File: config.mk
export PLATFORM = sky130hd
export DESIGN_NAME = seq_alu
export DESIGN_NICKNAME = d
export VERILOG_FILES = /design/src/rtl/seq_alu.sv
export SDC_FILE = /design/constraint.sdc
export NUM_CORES = 2
export LEC_CHECK = 0
export ABC_CLOCK_PERIOD_IN_PS = 7700
export BUFFER_PORTS_ARGS = -buffer_cell sky130_fd_sc_hd__buf_2
export CORE_MARGIN = 5
export CORE_UTILIZATION = 50
export CTS_BUF_LIST = sky130_fd_sc_hd__clkbuf_2 sky130_fd_sc_hd__clkbuf_4 sky130_fd_sc_hd__clkbuf_8
export CTS_CLUSTER_SIZE = 10
export DETAILED_ROUTE_END_ITERATION = 12
export HOLD_SLACK_MARGIN = 0.1
export MAX_ROUTING_LAYER = met4
export PLACE_DENSITY = 0.75
export SKIP_CTS_REPAIR_TIMING = 1
export SLEW_MARGIN = 20
export SYNTH_ARGS = -nofsm -noshare
export SYNTH_HDL_FRONTEND = slang
export SYNTH_SLANG_ARGS = --single-unit
File: constraint.sdc
create_clock -name clock -period 7.7 [get_ports clock]
set_clock_uncertainty 0.1 [all_clocks]
set_input_delay 1.925 -clock clock [delete_from_list [all_inputs] [get_ports clock]]
set_output_delay 1.925 -clock clock [all_outputs]
set_load 0.05 [all_outputs]
File: src/rtl/seq_alu.sv
// seq_alu: clocked ALU sitting between the datapath operands and the Z register pair.
//   Single-cycle ops: ADD SUB SHR SHRA SHL ROR ROL AND OR NEG NOT (result in Clow).
//   Multi-cycle ops:  MUL  signed radix-4 Booth, one recoded digit per cycle
//                     DIV  signed non-restoring, one quotient bit per cycle, then a fix-up cycle
// Ports:
//   clock        rising-edge clock for all state
//   clear        synchronous active-high reset, aborts any operation in flight
//   start        one-cycle request, accepted only in IDLE or DONE
//   op           opcode (OPW bits)
//   A, B         operands (WIDTH bits)
//   busy         high while a MUL/DIV iterates
//   done         one-cycle pulse, Chigh/Clow valid from this cycle on
//   Chigh, Clow  result pair (MUL product, DIV remainder/quotient, else {0, result})
//   div_by_zero  set with done for DIV by zero, cleared on the next accepted start
module seq_alu #(
   parameter int WIDTH = 32,
   parameter int OPW   = 5
) (
   input  logic             clock,
   input  logic             clear,
   input  logic             start,
   input  logic [OPW-1:0]   op,
   input  logic [WIDTH-1:0] A,
   input  logic [WIDTH-1:0] B,
   output logic             busy,
   output logic             done,
   output logic [WIDTH-1:0] Chigh,
   output logic [WIDTH-1:0] Clow,
   output logic             div_by_zero
);

   localparam int W2 = 2 * WIDTH;
   localparam int CW = $clog2(WIDTH);

   localparam logic [OPW-1:0] OP_ADD  = OPW'(5'b00011);
   localparam logic [OPW-1:0] OP_SUB  = OPW'(5'b00100);
   localparam logic [OPW-1:0] OP_SHR  = OPW'(5'b00101);
   localparam logic [OPW-1:0] OP_SHRA = OPW'(5'b00110);
   localparam logic [OPW-1:0] OP_SHL  = OPW'(5'b00111);
   localparam logic [OPW-1:0] OP_ROR  = OPW'(5'b01000);
   localparam logic [OPW-1:0] OP_ROL  = OPW'(5'b01001);
   localparam logic [OPW-1:0] OP_AND  = OPW'(5'b01010);
   localparam logic [OPW-1:0] OP_OR   = OPW'(5'b01011);
   localparam logic [OPW-1:0] OP_MUL  = OPW'(5'b01111);
   localparam logic [OPW-1:0] OP_DIV  = OPW'(5'b10000);
   localparam logic [OPW-1:0] OP_NEG  = OPW'(5'b10001);
   localparam logic [OPW-1:0] OP_NOT  = OPW'(5'b10010);

   localparam logic [CW-1:0]    MUL_LAST = CW'(WIDTH / 2 - 1);
   localparam logic [CW-1:0]    DIV_LAST = CW'(WIDTH - 1);
   localparam logic [W2-1:0]    ONE_W2   = {{(W2 - 1){1'b0}}, 1'b1};
   localparam logic [WIDTH-1:0] ZERO_W   = {WIDTH{1'b0}};

   typedef enum logic [2:0] {
      ST_IDLE = 3'd0,
      ST_MUL  = 3'd1,
      ST_DIV  = 3'd2,
      ST_DFIX = 3'd3,
      ST_DONE = 3'd4
   } state_t;

   state_t           state_r, state_s;
   logic [CW-1:0]    cnt_r;
   logic [W2-1:0]    acc_r, mcand_r, pp_s, acc_sum_s;
   logic [WIDTH:0]   mplier_r;
   logic [WIDTH:0]   rem_r, shifted_s, rem_step_s;
   logic [WIDTH-1:0] quo_r, dvsr_r, quo_step_s, rem_mag_s, rem_out_s, quo_out_s;
   logic [WIDTH-1:0] abs_a_s, abs_b_s;
   logic             neg_a_r, neg_b_r;
   logic             accept_s, is_mul_s, is_div_s, div_zero_s;

   // Result of every single-cycle opcode; unknown opcodes return the 0xCC debug marker.
   function automatic logic [WIDTH-1:0] single_op(
      input logic [OPW-1:0]   o,
      input logic [WIDTH-1:0] a,
      input logic [WIDTH-1:0] b
   );
      logic [CW-1:0]           amt_s;
      logic                    big_s;
      logic signed [WIDTH-1:0] sra_s;
      logic [WIDTH-1:0]        res_s;
      amt_s = b[CW-1:0];
      // WIDTH is a power of two, so any bit above the rotate field means amount >= WIDTH
      big_s = |b[WIDTH-1:CW];
      sra_s = $signed(a) >>> b;
      res_s = {(WIDTH / 8){8'hCC}};
      case (o)
         OP_ADD:  res_s = a + b;
         OP_SUB:  res_s = a - b;
         OP_SHR:  begin
            if (big_s) res_s = ZERO_W;
            else       res_s = a >> b;
         end
         OP_SHRA: begin
            if (big_s) res_s = {WIDTH{a[WIDTH-1]}};
            else       res_s = sra_s;
         end
         OP_SHL:  begin
            if (big_s) res_s = ZERO_W;
            else       res_s = a << b;
         end
         // rotate through a doubled copy so amount 0 needs no special case
         OP_ROR:  res_s = WIDTH'({a, a} >> amt_s);
         OP_ROL:  res_s = WIDTH'(({a, a} << amt_s) >> WIDTH);
         OP_AND:  res_s = a & b;
         OP_OR:   res_s = a | b;
         OP_NEG:  res_s = ZERO_W - b;
         OP_NOT:  res_s = ~b;
         default: res_s = {(WIDTH / 8){8'hCC}};
      endcase
      return res_s;
   endfunction

   assign accept_s   = start && ((state_r == ST_IDLE) || (state_r == ST_DONE));
   assign is_mul_s   = (op == OP_MUL);
   assign is_div_s   = (op == OP_DIV);
   assign div_zero_s = is_div_s && (B == ZERO_W);
   assign abs_a_s    = A[WIDTH-1] ? (ZERO_W - A) : A;
   assign abs_b_s    = B[WIDTH-1] ? (ZERO_W - B) : B;

   // Next-state logic of the sequencing FSM.
   always_comb begin
      state_s = state_r;
      case (state_r)
         ST_IDLE, ST_DONE: begin
            if (accept_s) begin
               if (is_mul_s)                     state_s = ST_MUL;
               else if (is_div_s && !div_zero_s) state_s = ST_DIV;
               else                              state_s = ST_DONE;
            end else begin
               state_s = ST_IDLE;
            end
         end
         ST_MUL: begin
            if (cnt_r == MUL_LAST) state_s = ST_DONE;
            else                   state_s = ST_MUL;
         end
         ST_DIV: begin
            if (cnt_r == DIV_LAST) state_s = ST_DFIX;
            else                   state_s = ST_DIV;
         end
         ST_DFIX: state_s = ST_DONE;
         default: state_s = ST_IDLE;
      endcase
   end

   // Booth partial product from the current multiplier bit triple {b[i+1], b[i], b[i-1]}.
   always_comb begin
      pp_s = {W2{1'b0}};
      case (mplier_r[2:0])
         3'b001, 3'b010: pp_s = mcand_r;
         3'b011:         pp_s = mcand_r << 1;
         3'b100:         pp_s = ~(mcand_r << 1) + ONE_W2;
         3'b101, 3'b110: pp_s = ~mcand_r + ONE_W2;
         default:        pp_s = {W2{1'b0}};
      endcase
      acc_sum_s = acc_r + pp_s;
   end

   // Non-restoring divide step plus the final restore and sign correction.
   always_comb begin
      shifted_s  = {rem_r[WIDTH-1:0], quo_r[WIDTH-1]};
      rem_step_s = shifted_s;
      rem_mag_s  = rem_r[WIDTH-1:0];
      rem_out_s  = ZERO_W;
      quo_out_s  = ZERO_W;
      // the partial remainder sign chooses add or subtract; only WIDTH+1 bits are needed
      // because the true value always lies in [-divisor, divisor)
      if (rem_r[WIDTH]) rem_step_s = shifted_s + {1'b0, dvsr_r};
      else              rem_step_s = shifted_s - {1'b0, dvsr_r};
      quo_step_s = {quo_r[WIDTH-2:0], ~rem_step_s[WIDTH]};
      if (rem_r[WIDTH]) rem_mag_s = rem_r[WIDTH-1:0] + dvsr_r;
      else              rem_mag_s = rem_r[WIDTH-1:0];
      // remainder follows the dividend sign, quotient is negative when signs differ
      if (neg_a_r) rem_out_s = ZERO_W - rem_mag_s;
      else         rem_out_s = rem_mag_s;
      if (neg_a_r ^ neg_b_r) quo_out_s = ZERO_W - quo_r;
      else                   quo_out_s = quo_r;
   end

   // FSM state register.
   always_ff @(posedge clock) begin
      if (clear) state_r <= ST_IDLE;
      else       state_r <= state_s;
   end

   // Operand capture, iteration registers and registered outputs.
   always_ff @(posedge clock) begin
      if (clear) begin
         cnt_r       <= {CW{1'b0}};
         acc_r       <= {W2{1'b0}};
         mcand_r     <= {W2{1'b0}};
         mplier_r    <= {(WIDTH + 1){1'b0}};
         rem_r       <= {(WIDTH + 1){1'b0}};
         quo_r       <= ZERO_W;
         dvsr_r      <= ZERO_W;
         neg_a_r     <= 1'b0;
         neg_b_r     <= 1'b0;
         busy        <= 1'b0;
         done        <= 1'b0;
         Chigh       <= ZERO_W;
         Clow        <= ZERO_W;
         div_by_zero <= 1'b0;
      end else begin
         busy <= (state_s == ST_MUL) || (state_s == ST_DIV) || (state_s == ST_DFIX);
         done <= (state_s == ST_DONE);
         case (state_r)
            ST_IDLE, ST_DONE: begin
               if (accept_s) begin
                  div_by_zero <= 1'b0;
                  cnt_r       <= {CW{1'b0}};
                  acc_r       <= {W2{1'b0}};
                  mcand_r     <= {{WIDTH{A[WIDTH-1]}}, A};
                  mplier_r    <= {B, 1'b0};
                  rem_r       <= {(WIDTH + 1){1'b0}};
                  quo_r       <= abs_a_s;
                  dvsr_r      <= abs_b_s;
                  neg_a_r     <= A[WIDTH-1];
                  neg_b_r     <= B[WIDTH-1];
                  if (div_zero_s) begin
                     Chigh       <= A;
                     Clow        <= {WIDTH{1'b1}};
                     div_by_zero <= 1'b1;
                  end else if (!is_mul_s && !is_div_s) begin
                     Chigh <= ZERO_W;
                     Clow  <= single_op(op, A, B);
                  end
               end
            end
            ST_MUL: begin
               acc_r    <= acc_sum_s;
               mcand_r  <= mcand_r << 2;
               mplier_r <= mplier_r >> 2;
               cnt_r    <= cnt_r + {{(CW - 1){1'b0}}, 1'b1};
               if (cnt_r == MUL_LAST) begin
                  Chigh <= acc_sum_s[W2-1:WIDTH];
                  Clow  <= acc_sum_s[WIDTH-1:0];
               end
            end
            ST_DIV: begin
               rem_r <= rem_step_s;
               quo_r <= quo_step_s;
               cnt_r <= cnt_r + {{(CW - 1){1'b0}}, 1'b1};
            end
            ST_DFIX: begin
               Chigh <= rem_out_s;
               Clow  <= quo_out_s;
            end
            default: begin
               cnt_r <= {CW{1'b0}};
            end
         endcase
      end
   end

endmodule

==> impl_metrics.py <==
metrics = {
    "die": {
        "rows": 98,
        "start_util_pct": 50.6,
        "fp.dieH_um": 280,
        "io_pins": 139,
        "die_x_um": 280,
        "dieArea_mm2": 0.0782,
        "core-area_mm2": 0.0719,
    },
    "sta": {
        "finalSetupViolations": 0,
        "maxSlewHeadroom_pct": 7.89,
        "final.setup.worst_slack_ns": 0.882,
        "rsz0062_at_grt": "false",
        "finalCritPeriodShare_pct": 88.5,
        "finalCriticalPeriod_ns": 6.82,
        "setup_tns_ns": 0,
        "clock.fmax_mhz": 147,
        "slew_violations": 0,
        "worst_pin_slew_ns": 1.37,
        "hold-worst-slack_ns": 0.354,
        "hold_violations": 0,
    },
    "clocking": {
        "numCtsBuffers": 60,
        "cts_tree": "done",
        "cts_sinks": 335,
        "cts_root_buffer": "clkbuf_8",
        "clk_path_buf_depth": 3,
        "path_clk_slew_ns": 0.06,
        "clock_latency_ns": 0.74,
        "cts_max_level": 2,
    },
    "worst_hold_path": {
        "hold_start": "mplier_r[13]",
        "hp-class": "flop to flop",
        "hold_end": "mplier_r[13]",
        "hold-path-cell-count": 2,
    },
    "critical_path": {
        "reg2reg_depth": 25,
        "r2r_end": "Chigh[29]",
        "endpoint_kind": "flop",
        "cp_slowest_stage_delay_ns": 0.48,
        "cp_slowest_cell": "or4_4",
        "start_kind": "flop",
        "critPathMaxFanout": 8,
        "crit_arrival_ns": 7.23,
        "timing.rr.start": "mcand_r[2]",
        "required_ns": 8.11,
        "critPathKind": "flop to flop",
        "r2r_slack_ns": 0.88,
        "worst_path_most_repeated_cell": "a21oi_1",
    },
    "drt": {
        "via_count": 41400,
        "ant_nets": 0,
        "dr.pass1.iters": 6,
        "avgRoutedWirePerCell_um": 26.7,
        "drt-vias-per-instance": 6.87,
        "totalWireLength_um": 161000,
        "drtIter0Drc": 6124,
        "route.detailed.drc": 0,
    },
    "synthesis": {
        "syn_area_mm2": 0.0364,
        "synth_flop_cell": "dfxtp_1",
        "ys_ff_latch": 335,
        "syn_avg_cell_area_um2": 7.04,
        "synth_cell_type_count": 94,
        "async_reset_ff_share_pct": 0,
        "yosys_warnings": 0,
        "yosysTopAreaCell": "dfxtp_1",
        "synth.area.top_cells": "dfxtp_1 18%, a21oi_1 7.4%, nor2_1 6.5%",
        "syn_nets": 5414,
        "synth_cells": 5169,
        "synth_commonest_cells": "631 x nor2_1, 628 x nand2_1, 536 x a21oi_1, 372 x clkbuf_1, 335 x dfxtp_1",
        "synth_top_area_share_pct": 18.4,
        "ys_seq_area_share_pct": 18.4,
        "synth_edf_count": 0,
        "synth_most_common_cell": "nor2_1",
    },
    "flow_run": {
        "drv_cap": 0,
    },
    "outcome": {
        "status": "finished clean",
    },
    "grt": {
        "track_usage_pct": 39.7,
        "globalRouteOverflowTotal": 0,
        "grt_pass1_vias": 36800,
        "grt_max_degree": 190,
        "grt_first_pass_wirelength_um": 236000,
        "antenna_found_initial": 15,
    },
    "power_and_ir_drop": {
        "power_frac_comb_pct": 32.9,
        "clockPowerShare_pct": 33.7,
        "ir_drop_mv": 0.135,
        "p_per_area_mw_per_mm2": 151,
        "internal_power_mw": 3.56,
        "pwr-share-seq_pct": 33.4,
        "p_leak_nw": 15.3,
        "p_sw_share_pct": 39.3,
        "switching_power_mw": 2.31,
    },
    "finish": {
        "syn2layout_area_growth_pct": 6.66,
        "fill_cells": 7117,
        "layout-drive-gt1-share_pct": 9.87,
        "final_nets": 5254,
    },
    "placement": {
        "dp_slack_ns": 0.564,
        "dp_hpwl_um": 117000,
        "portBuffers": 138,
        "gp_congestion": 1.11,
    },
}
critical path, delay by kind of cell (launching register included):
kind,cells,cell delay [ns]
AO/OA/AOI/OAI,12,2.70
AND/OR/NAND/NOR,11,2.77
adder cells (fa/ha/maj),1,0.33
flip-flops,1,0.40
multiplexers,1,0.30
cell type report:
cell class,count,area (µm²),area share [%]
clock inverter,25,290,0.748
inverter,82,308,0.794
timing repair buffer,230,1450,3.74
tap,950,1190,3.06
multi-input combinational,4300,27700,71.4
antenna,18,45.0,0.116
sequential,335,6710,17.3
clock buffer,86,1100,2.84
logic make-up (layout without fill, tap and decap cells):
logic type                 count (synthesis)  after routing  share of synthesized area [%]
xor gates and xnor gates                 415            415                           10.0
buffers and inverters                    534            423                           5.66
muxes                                    183            183                           6.84
and+or+nand+nor                         1811           1811                           22.6
AOI/OAI and AO/OA                       1718           1718                           30.5
DFF                                      335            335                           18.4
other                                      0             18                              0
adders and majority gates                173            173                           6.03
state kept, by name, indices dropped and copies added, names as in the netlist, 3 cells and up:
signal    flops
Chigh        32
Clow         32
acc_r        64
cnt_r         5
dvsr_r       32
mcand_r      64
mplier_r     33
quo_r        32
rem_r        33
state_r       3
metal layers:
| layer | share of wire (%) | vias up | routed length, µm | global-route usage (%) |
|---|---|---|---|---|
| li1 | - | 18500 | - | - |
| met1 | 40 | 19500 | 63700 | 51.8 |
| met2 | 41 | 2791 | 65700 | 56.5 |
| met3 | 14 | 562 | 21800 | 12.0 |
| met4 | 5.9 | 0 | 9540 | 18.3 |
| met5 | 0 | - | 0 | - |
metrics by stage:
stage	std cells	total power, mW	cell area [µm²]	utilization [%]
after floorplan	5169	3.27	36400	-
after global placement	5897	3.82	37300	52.0
after detailed placement	5897	3.84	37300	52.0
after CTS	6008	5.80	38700	53.9
after global routing	6019	6.08	38800	54.0
final	6026	5.87	38800	54.0
placed cells by master, fill, tap and decap left out, types with 42 or more instances in the layout:
cell / instances
xor2_1: 176
a211oi_1: 98
inv_1: 75
mux2i_1: 110
buf_4: 91
nor3_1: 104
o21ai_0: 312
buf_2: 134
nand3_1: 85
or3_1: 49
ha_1: 169
nand2_1: 628
nand2b_1: 53
a221oi_1: 99
a22oi_1: 146
mux4_2: 50
nor2_1: 620
o211ai_1: 42
a21oi_1: 535
clkbuf_8: 73
xnor2_1: 239
dfxtp_1: 331
a31oi_1: 75
a21o_1: 98
power groups by stage:
stage / Clock [mW] / Sequential, mW / Combinational, mW
4_1_cts: 1.99 / 1.95 / 1.86
6_report: 1.98 / 1.96 / 1.93
3_3_place_gp: 0 / 1.99 / 1.84
2_1_floorplan: 0 / 2.00 / 1.27
3_5_place_dp: 0 / 1.99 / 1.85
5_1_grt: 2.07 / 1.97 / 2.04
worst max-delay path by stage:
stage               start   endpoint  depth (start not counted)
2_1_floorplan        B[1]   Clow[31]                         24
3_5_place_dp        B[11]   Clow[29]                         19
4_1_cts        mcand_r[2]  Chigh[29]                         25
3_3_place_gp        B[11]   Clow[29]                         19
6_report       mcand_r[2]  Chigh[29]                         25
5_1_grt        mcand_r[2]  Chigh[29]                         25
(Power assumes the default switching activity.)
